File: src/rtl/rotate_commit_if.sv
// Shared piece/orientation types and the request/board-read bundle for the
// rotation commit arbiter.
package rotate_commit_pkg;
    typedef enum logic [2:0] {CYAN, YELLOW, PURPLE, GREEN, RED, BLUE, ORANGE} block_color;
    typedef enum logic [1:0] {NORMAL, ROT_LEFT, ROT2, ROT_RIGHT} orientation;
endpackage

interface rotate_commit_if;
    import rotate_commit_pkg::*;

    logic        rot_req;
    logic        rotate_left;
    block_color  block;
    orientation  cur_orientation;
    logic [19:0] x_block;
    logic [19:0] y_block;
    logic [19:0] rot_xblock;
    logic [19:0] rot_yblock;
    logic        rd_en;
    logic [4:0]  rd_x;
    logic [4:0]  rd_y;
    logic        rd_data;
    logic        busy;
    logic        done;
    logic        accepted;
    logic [19:0] new_xblock;
    logic [19:0] new_yblock;
    orientation  new_orientation;

    // Controller plus board-memory side
    modport master (
        output rot_req, rotate_left, block, cur_orientation,
               x_block, y_block, rot_xblock, rot_yblock, rd_data,
        input  rd_en, rd_x, rd_y, busy, done, accepted,
               new_xblock, new_yblock, new_orientation
    );

    modport slave (
        input  rot_req, rotate_left, block, cur_orientation,
               x_block, y_block, rot_xblock, rot_yblock, rd_data,
        output rd_en, rd_x, rd_y, busy, done, accepted,
               new_xblock, new_yblock, new_orientation
    );
endinterface

File: src/rtl/rotate_commit.sv
// Rotation arbiter: bounds-checks the proposed cells, probes the locked-cell
// board one cell at a time, then commits or rejects the rotation.
//
// state    | meaning
// S_IDLE   | waiting for rot_req; request fields latched on acceptance
// S_BOUNDS | all four proposed cells tested against the board limits
// S_READ   | board read strobe for proposed cell[idx]
// S_WAIT   | board data for cell[idx] returns; reject, advance or accept
// S_RESP   | done pulse, result and committed cells visible
module rotate_commit
    import rotate_commit_pkg::*;
#(
    parameter int BOARD_W = 10,
    parameter int BOARD_H = 20
) (
    input  logic          Clk,
    input  logic          Reset,
    rotate_commit_if.slave bus
);

    typedef enum logic [2:0] {S_IDLE, S_BOUNDS, S_READ, S_WAIT, S_RESP} state_t;

    localparam logic [5:0] X_LIM = 6'(BOARD_W);
    localparam logic [5:0] Y_LIM = 6'(BOARD_H);

    state_t      state_q, state_d;
    logic [1:0]  idx_q, idx_d;
    logic        left_q;
    orientation  orient_q;
    logic [19:0] rot_x_q, rot_y_q;

    logic        busy_q, done_q, accepted_q;
    logic [19:0] new_x_q, new_y_q;
    orientation  new_o_q;

    logic        latch_en;
    logic        result_d;
    logic [19:0] commit_x, commit_y;
    orientation  commit_o;

    logic [4:0]  px [4];
    logic [4:0]  py [4];
    logic        oob;

    function automatic orientation advance(orientation o, logic left);
        case (o)
            NORMAL:   return left ? ROT_LEFT  : ROT_RIGHT;
            ROT_LEFT: return left ? ROT2      : NORMAL;
            ROT2:     return left ? ROT_RIGHT : ROT_LEFT;
            default:  return left ? NORMAL    : ROT2;
        endcase
    endfunction

    // Coordinates are unsigned, so a wrapped value (0-1 = 31) fails here too
    always_comb begin
        oob = 1'b0;
        for (int i = 0; i < 4; i++) begin
            px[i] = rot_x_q[5*i +: 5];
            py[i] = rot_y_q[5*i +: 5];
            if (({1'b0, px[i]} >= X_LIM) || ({1'b0, py[i]} >= Y_LIM)) begin
                oob = 1'b1;
            end
        end
    end

    always_comb begin
        state_d  = state_q;
        idx_d    = idx_q;
        latch_en = 1'b0;
        result_d = 1'b0;
        commit_x = rot_x_q;
        commit_y = rot_y_q;
        commit_o = advance(orient_q, left_q);
        case (state_q)
            S_IDLE: begin
                if (bus.rot_req) begin
                    latch_en = 1'b1;
                    idx_d    = 2'd0;
                    // The O piece is rotation-invariant: accept without touching the board
                    if (bus.block == YELLOW) begin
                        state_d  = S_RESP;
                        result_d = 1'b1;
                        commit_x = bus.x_block;
                        commit_y = bus.y_block;
                        commit_o = bus.cur_orientation;
                    end else begin
                        state_d = S_BOUNDS;
                    end
                end
            end
            S_BOUNDS: state_d = oob ? S_RESP : S_READ;
            S_READ:   state_d = S_WAIT;
            S_WAIT: begin
                if (bus.rd_data) begin
                    state_d = S_RESP;
                end else if (idx_q == 2'd3) begin
                    state_d  = S_RESP;
                    result_d = 1'b1;
                end else begin
                    idx_d   = idx_q + 2'd1;
                    state_d = S_READ;
                end
            end
            S_RESP:   state_d = S_IDLE;
            default:  state_d = S_IDLE;
        endcase
    end

    always_ff @(posedge Clk) begin
        if (Reset) begin
            state_q    <= S_IDLE;
            idx_q      <= 2'd0;
            left_q     <= 1'b0;
            orient_q   <= NORMAL;
            rot_x_q    <= '0;
            rot_y_q    <= '0;
            busy_q     <= 1'b0;
            done_q     <= 1'b0;
            accepted_q <= 1'b0;
            new_x_q    <= '0;
            new_y_q    <= '0;
            new_o_q    <= NORMAL;
        end else begin
            state_q <= state_d;
            idx_q   <= idx_d;
            if (latch_en) begin
                left_q   <= bus.rotate_left;
                orient_q <= bus.cur_orientation;
                rot_x_q  <= bus.rot_xblock;
                rot_y_q  <= bus.rot_yblock;
            end
            busy_q <= (state_d != S_IDLE);
            done_q <= (state_d == S_RESP);
            // Result is registered on entry to S_RESP so it appears alongside done
            if (state_d == S_RESP) begin
                accepted_q <= result_d;
                if (result_d) begin
                    new_x_q <= commit_x;
                    new_y_q <= commit_y;
                    new_o_q <= commit_o;
                end
            end
        end
    end

    assign bus.rd_en           = (state_q == S_READ);
    assign bus.rd_x            = (state_q == S_READ) ? px[idx_q] : 5'd0;
    assign bus.rd_y            = (state_q == S_READ) ? py[idx_q] : 5'd0;
    assign bus.busy            = busy_q;
    assign bus.done            = done_q;
    assign bus.accepted        = accepted_q;
    assign bus.new_xblock      = new_x_q;
    assign bus.new_yblock      = new_y_q;
    assign bus.new_orientation = new_o_q;

endmodule

File: src/flat_wrapper.sv
// flat-port wrapper written by rule: the top's interface ports become plain ports
module rotate_commit_flat import rotate_commit_pkg::*;
#(
    parameter int BOARD_W = 10,
    parameter int BOARD_H = 20
)
  (Clk, Reset, bus_rot_req, bus_rotate_left, bus_block, bus_cur_orientation, bus_x_block, bus_y_block, bus_rot_xblock, bus_rot_yblock, bus_rd_data, bus_rd_en, bus_rd_x, bus_rd_y, bus_busy, bus_done, bus_accepted, bus_new_xblock, bus_new_yblock, bus_new_orientation);
  rotate_commit_if bus_i ();
  input  logic Clk;
  input  logic Reset;
  input wire logic [$bits(bus_i.rot_req)-1:0] bus_rot_req;
  input wire logic [$bits(bus_i.rotate_left)-1:0] bus_rotate_left;
  input wire logic [$bits(bus_i.block)-1:0] bus_block;
  input wire logic [$bits(bus_i.cur_orientation)-1:0] bus_cur_orientation;
  input wire logic [$bits(bus_i.x_block)-1:0] bus_x_block;
  input wire logic [$bits(bus_i.y_block)-1:0] bus_y_block;
  input wire logic [$bits(bus_i.rot_xblock)-1:0] bus_rot_xblock;
  input wire logic [$bits(bus_i.rot_yblock)-1:0] bus_rot_yblock;
  input wire logic [$bits(bus_i.rd_data)-1:0] bus_rd_data;
  output wire logic [$bits(bus_i.rd_en)-1:0] bus_rd_en;
  output wire logic [$bits(bus_i.rd_x)-1:0] bus_rd_x;
  output wire logic [$bits(bus_i.rd_y)-1:0] bus_rd_y;
  output wire logic [$bits(bus_i.busy)-1:0] bus_busy;
  output wire logic [$bits(bus_i.done)-1:0] bus_done;
  output wire logic [$bits(bus_i.accepted)-1:0] bus_accepted;
  output wire logic [$bits(bus_i.new_xblock)-1:0] bus_new_xblock;
  output wire logic [$bits(bus_i.new_yblock)-1:0] bus_new_yblock;
  output wire logic [$bits(bus_i.new_orientation)-1:0] bus_new_orientation;
  assign bus_i.rot_req = bus_rot_req;
  assign bus_i.rotate_left = bus_rotate_left;
  assign bus_i.block = bus_block;
  assign bus_i.cur_orientation = bus_cur_orientation;
  assign bus_i.x_block = bus_x_block;
  assign bus_i.y_block = bus_y_block;
  assign bus_i.rot_xblock = bus_rot_xblock;
  assign bus_i.rot_yblock = bus_rot_yblock;
  assign bus_i.rd_data = bus_rd_data;
  assign bus_rd_en = bus_i.rd_en;
  assign bus_rd_x = bus_i.rd_x;
  assign bus_rd_y = bus_i.rd_y;
  assign bus_busy = bus_i.busy;
  assign bus_done = bus_i.done;
  assign bus_accepted = bus_i.accepted;
  assign bus_new_xblock = bus_i.new_xblock;
  assign bus_new_yblock = bus_i.new_yblock;
  assign bus_new_orientation = bus_i.new_orientation;
  rotate_commit #(.BOARD_W(BOARD_W), .BOARD_H(BOARD_H)) u_core (.Clk(Clk), .Reset(Reset), .bus(bus_i));
endmodule
File: config.mk
export PLATFORM = sky130hd
export DESIGN_NAME = rotate_commit_flat
export DESIGN_NICKNAME = d
export VERILOG_FILES = /design/src/rtl/rotate_commit_if.sv /design/src/rtl/rotate_commit.sv /design/src/flat_wrapper.sv
export SDC_FILE = /design/constraint.sdc
export NUM_CORES = 1
export LEC_CHECK = 0
export CAP_MARGIN = 10
export CORE_MARGIN = 1.5
export CORE_UTILIZATION = 49
export CTS_CLUSTER_DIAMETER = 30
export DETAILED_ROUTE_END_ITERATION = 16
export PLACE_DENSITY = 0.9
export REMOVE_ABC_BUFFERS = 1
export SKIP_CTS_REPAIR_TIMING = 1
export SLEW_MARGIN = 20
export SYNTH_ARGS = -nofsm -noshare
export SYNTH_HDL_FRONTEND = slang
export SYNTH_SLANG_ARGS = --single-unit
File: constraint.sdc
create_clock -name Clk -period 3.6 [get_ports Clk]
set_input_delay 0.72 -clock Clk [delete_from_list [all_inputs] [get_ports Clk]]
set_output_delay 0.72 -clock Clk [all_outputs]
set_load 0.005 [all_outputs]
* After elaboration in Yosys (flattened, before gate mapping)
Cells that the tools add are included.
** Storage, ports and cells
- Logic and storage cells :: 87
- Output and inout port bits :: 56
- Bits in registers :: 93
** Operators by class
- Bitwise logic cells :: 1
- Reductions and logical operators :: 10
- Add/subtract/negate cells :: 1
- Equal/unequal tests :: 11
- $lt $le $gt $ge :: 9
- Muxes and demuxes :: 43
** Operators with widths (count)
- $mux 20 :: 6
- $mux 5 :: 6
- $bmux 5 s2 :: 2
- $ge 5x4->1 const B :: 4
- $ge 5x5->1 const B :: 4
- $mux 2 :: 10
- $mux 3 :: 5
- $pmux 3 s4 :: 1
- $mux 1 :: 10
- $eq 3x1->1 const B :: 2
- $eq 3x2->1 const B :: 2
- $ne 2x2->1 const B :: 3
- $pmux 2 s3 :: 1
- $eq 2x2->1 const B :: 2
- $logic_or 1x1->1 :: 4
- $pmux 2 s2 :: 1
- $reduce_and 4->1 :: 1
- $eq 3x3->1 const B :: 1
- $ge 3x3->1 const B :: 1
- $logic_not 3->1 :: 1
- $not 2->3 :: 1
- $reduce_bool 3->1 :: 1
- $add 2x1->2 const B :: 1
- $eq 2x1->1 const B :: 1
- 4 further kinds :: 4

* Logic depth before layout (Yosys ltp)
- Word-level depth :: 10
- Mapped depth :: 8
- Mapped depth without buffers :: 5

* Worst setup path before layout
OpenSTA, ideal clock, no wires.
- Kind :: in2reg
- From :: input port bus_rot_req
- To :: register u_core.new_x_q[14], in the netlist u_core.bus.new_xblock[14]
- Cell stages on the path :: 7
- Data arrival time :: 2.120 ns
- Buffers on the path :: 3
- Path slack :: 1.395 ns
- Cell sequence :: or4b_4 buf_6 or2_1 buf_6 buf_6 mux2i_1 a211oi_1
** Between the ends
- Word-level cells in the longest chain between the ends :: 4
** Ends and longest elaborated chain
- start, declared :: RTL line flat_wrapper.sv:11 : input wire logic [$bits(bus_i.rot_req)-1:0] bus_rot_req;
- $mux 3 :: RTL line rotate_commit.sv:76 : if (bus.rot_req) begin
- $pmux 3 s4 :: RTL line rotate_commit.sv:74 : case (state_q)
- $eq 3x3->1 :: RTL line rotate_commit.sv:135 : if (state_d == S_RESP) begin
- $reduce_and 2->1 (no line)
- end signal, assigned :: RTL line rotate_commit.sv:138 : new_x_q <= commit_x;
- end, declared :: RTL line rotate_commit.sv:33 : logic [19:0] new_x_q, new_y_q;
Several ways; a longest one is shown, not always the timed one.
A chain may end at the register's enable or synchronous reset.

* Worst setup path after layout
- From :: register u_core.idx_q[0]
- To :: output port bus_rd_x[4]
** Between the ends
- Word-level cells in the longest chain between the ends :: 5
** Ends and longest elaborated chain
- start, declared :: RTL line rotate_commit.sv:27 : logic [1:0] idx_q, idx_d;
- start signal, assigned :: RTL line rotate_commit.sv:125 : idx_q <= idx_d;
- $not 2->3 (implied by the code) :: RTL line rotate_commit.sv:147 : assign bus.rd_x = (state_q == S_READ) ? px[idx_q] : 5'd0;
- $bmux 5 s2 :: RTL line rotate_commit.sv:147
- $mux 5 (implied by the code) (2 in series) :: RTL line rotate_commit.sv:147
- $mux 5 :: RTL line rotate_commit.sv:147
- end, declared :: RTL line flat_wrapper.sv:21 : output wire logic [$bits(bus_i.rd_x)-1:0] bus_rd_x;
No other way between the ends. The select of a mux whose other input is x is not followed.

==> metrics <==
result of the run complete, no violations; post-synthesis xor/xnor area fraction 0.634%; number of storage elements in the synthesis netlist 93; max-slew violation count 0; worst path buffer plus inverter count 2; initial core utilization 50.5%; count of max-cap constraint violations 0; largest delay contributor family on the critical path buffers and inverters; Slew HR 34.6%; Yosys Warn Count 0; Final Setup Violations 0; adder-cell area share of the yosys netlist 0.302%; clock slew seen by the registers of the worst setup and hold paths 0.09 ns; share of synthesized area occupied by flip-flops and latches 44.9%; Post-Syn Instances 461; syn avg cell area 8.99 sq um; category of the worst setup path capture point output pin; Critical Path AT 2.37 ns; clk buf depth 2; violation count after the first detailed-route iteration 124; CP peak stage delay 0.61 ns; routed vias/inst 5.46; number of sinks driven by the clock tree 93; Layout Skew 0.0107 ns; final global-route overflow total 0; number of iterations in the first detailed-routing pass 4; most frequent standard cell in the layout excluding fill and tap cells clkdlybuf4s50_1; power density normalized to cell area 385 nW/um^2; total detailed-routing wirelength 10,700 um; Root Driver clkbuf_8; largest net degree at the start of global routing 85; DR WL/cell 15.4 um; number of top-level pins 146; Die Area 9020 sq um; synth-to-layout area growth 39.2%; P_leak 2.29 nW; share of layout cells above drive strength 1 6.78%; cell row count 33; global placer's final weighted congestion 0.763; port buffer count 145; post-layout net count 676; CP Max Fanout 7; number of buffers inserted during clock tree synthesis 9; fraction of the mapped netlist area in compound gates 16.2%; crit-path cells buf_4 -> mux4_2 -> and3_1 -> clkdlybuf4s50_1; H-tree depth 3; Tot GR Track Use 23.9%; peak clock frequency supported by timing 0.324 GHz; Worst Min Path Start u_core.rot_y_q[1]; Tightest Hold Check Type reg -> reg; total standard cell area after synthesis 4150 sq um; crit path max-delay cell type dfxtp_1; aggregate negative setup slack 0 ns; core footprint 8220 sq um; origin of the critical flop-to-flop path u_core.state_q[1]; die span in y 95.0 um; number of antenna violations at the first check in global routing 0; clock latency reported for the late side of the worst-skew pair 0.35 ns; number of DRC violations after detailed routing 0; required time reported for the critical path endpoint 2.88 ns; combinational family with the most area after synthesis simple AND/OR/NAND/NOR gates; count of unique library cells instantiated by Yosys 35; number of global-route vias before repair 3,625; total area of multi-input combinational cells 2070 sq um; CTS tree yes; startpoint of the worst setup timing path u_core.idx_q[0]; maximum resistive drop on vdd 0.300 mV; total power draw 2.22 mW; number of diodes added for antenna fixing 0; vias post-DR 3,795; share of the clock period used by the worst path after layout 85.9%; element type at the critical path start flop; mux contribution to synthesized area 15.6%; critical path type reg -> out; number of nets with antenna violations after detailed routing 0; minimum clock period after layout 3.09 ns; share of synthesized cell area in and, or, nand and nor gates 16.9%; combined flip-flop and latch cell area 1860 sq um; commonest cells after routing, fill and taps aside clkdlybuf4s50_1 (144), dfxtp_1 (93), nand2_1 (92); DP Wirelength 7560 um; number of inserted filler cells in the final layout 616; global-route wire length before repair 16,800 um; actual transition at the worst max-transition pin 0.980 ns; Final Hold Violating Endpoints 0; DIE WIDTH 95.0 um; unrepaired setup endpoints after global routing no
## logic make-up after synthesis
kind of cell             after synthesis
buffers and inverters                 43
XOR/XNOR                               3
multiplexers                          52
AO/OA/AOI/OAI                        105
adder cells (fa/ha/maj)                1
flip-flops                            93
AND/OR/NAND/NOR                      164
## cell usage after synthesis (all sizes together)
cell	instances	area, sq um
dfxtp	93	1860
nand2	92	345
nor2	45	169
a21oi	44	220
mux2i	42	420
a211oi	41	308
clkbuf	26	97.6
buf	14	119
o21ai	13	65.1
and3	10	62.6
mux4	10	225
inv	3	11.3
nor3	3	15.0
o41ai	3	26.3
nand2b	2	12.5
nor4	2	12.5
nor4b	2	23.8
xor2	2	17.5
and2	1	6.26
ha	1	12.5
nand3	1	5.00
nand3b	1	7.51
nand4	1	6.26
o22ai	1	6.26
o311a	1	10.0
o31a	1	8.76
o32ai	1	27.5
or2	1	6.26
or3	1	6.26
or3b	1	8.76
or4b	1	13.8
xnor2	1	8.76
## per-stage QoR
stage	setup WS, ns	cell area [sq um]	hold slack [ns]	utilization (%)	instances
floorplan	0.474	3930	0.440	-	421
detailed placement	0.551	5590	0.460	68.0	679
finish	0.509	5770	0.473	70.3	695
CTS	0.463	5770	0.472	70.3	695
global placement	0.710	5590	0.456	68.0	679
global route	0.392	5770	0.493	70.3	695
## power breakdown
group	internal, mW	switching, mW	total [mW]
logic	0.229	0.190	0.419
registers	1.10	0.0641	1.16
clock network	0.274	0.369	0.642
## flip-flops by register name (all words and copies together), names as in the netlist
register	cells
u_core.bus.accepted	1
u_core.bus.busy	1
u_core.bus.done	1
u_core.bus.new_orientation	2
u_core.bus.new_xblock	20
u_core.bus.new_yblock	20
u_core.idx_q	2
u_core.left_q	1
u_core.orient_q	2
u_core.rot_x_q	20
u_core.rot_y_q	20
u_core.state_q	3
## routing by layer
layer | track usage [%] | routed length (um) | vias to the layer above
li1 | - | - | 1872
met1 | 29.2 | 4550 | 1780
met2 | 42.8 | 5400 | 126
met3 | 3.62 | 623 | 17
met4 | 7.71 | 151 | 0
met5 | 0 | 0 | -
## final timing paths
check	end	slack, ns	cells past startpoint
setup / recovery	bus_rd_x[4]	0.51	4
hold / removal	u_core.rot_y_q[1]	0.47	2
setup reg to reg	u_core.bus.new_xblock[16]	1.14	6
hold reg to reg	u_core.rot_y_q[1]	0.47	2
## worst reg2reg max path: cells and delay by family (launching register included)
kind	cells	cell delay, ns
buffers and inverters	2	0.64
AO/OA/AOI/OAI	2	0.48
flip-flops	1	0.56
AND/OR/NAND/NOR	2	0.69
## layout make-up
| cell class | count | share of cell area, % |
|---|---|---|
| Timing Repair Buffer | 153 | 26.3 |
| Inverter | 3 | 0.195 |
| Clock buffer | 10 | 2.38 |
| Clock inverter | 6 | 0.802 |
| Sequential cell | 93 | 32.2 |
| Multi-Input combinational cell | 325 | 35.8 |
| Tap cell | 105 | 2.28 |
Note: power is estimated with default switching activity, not from simulation.
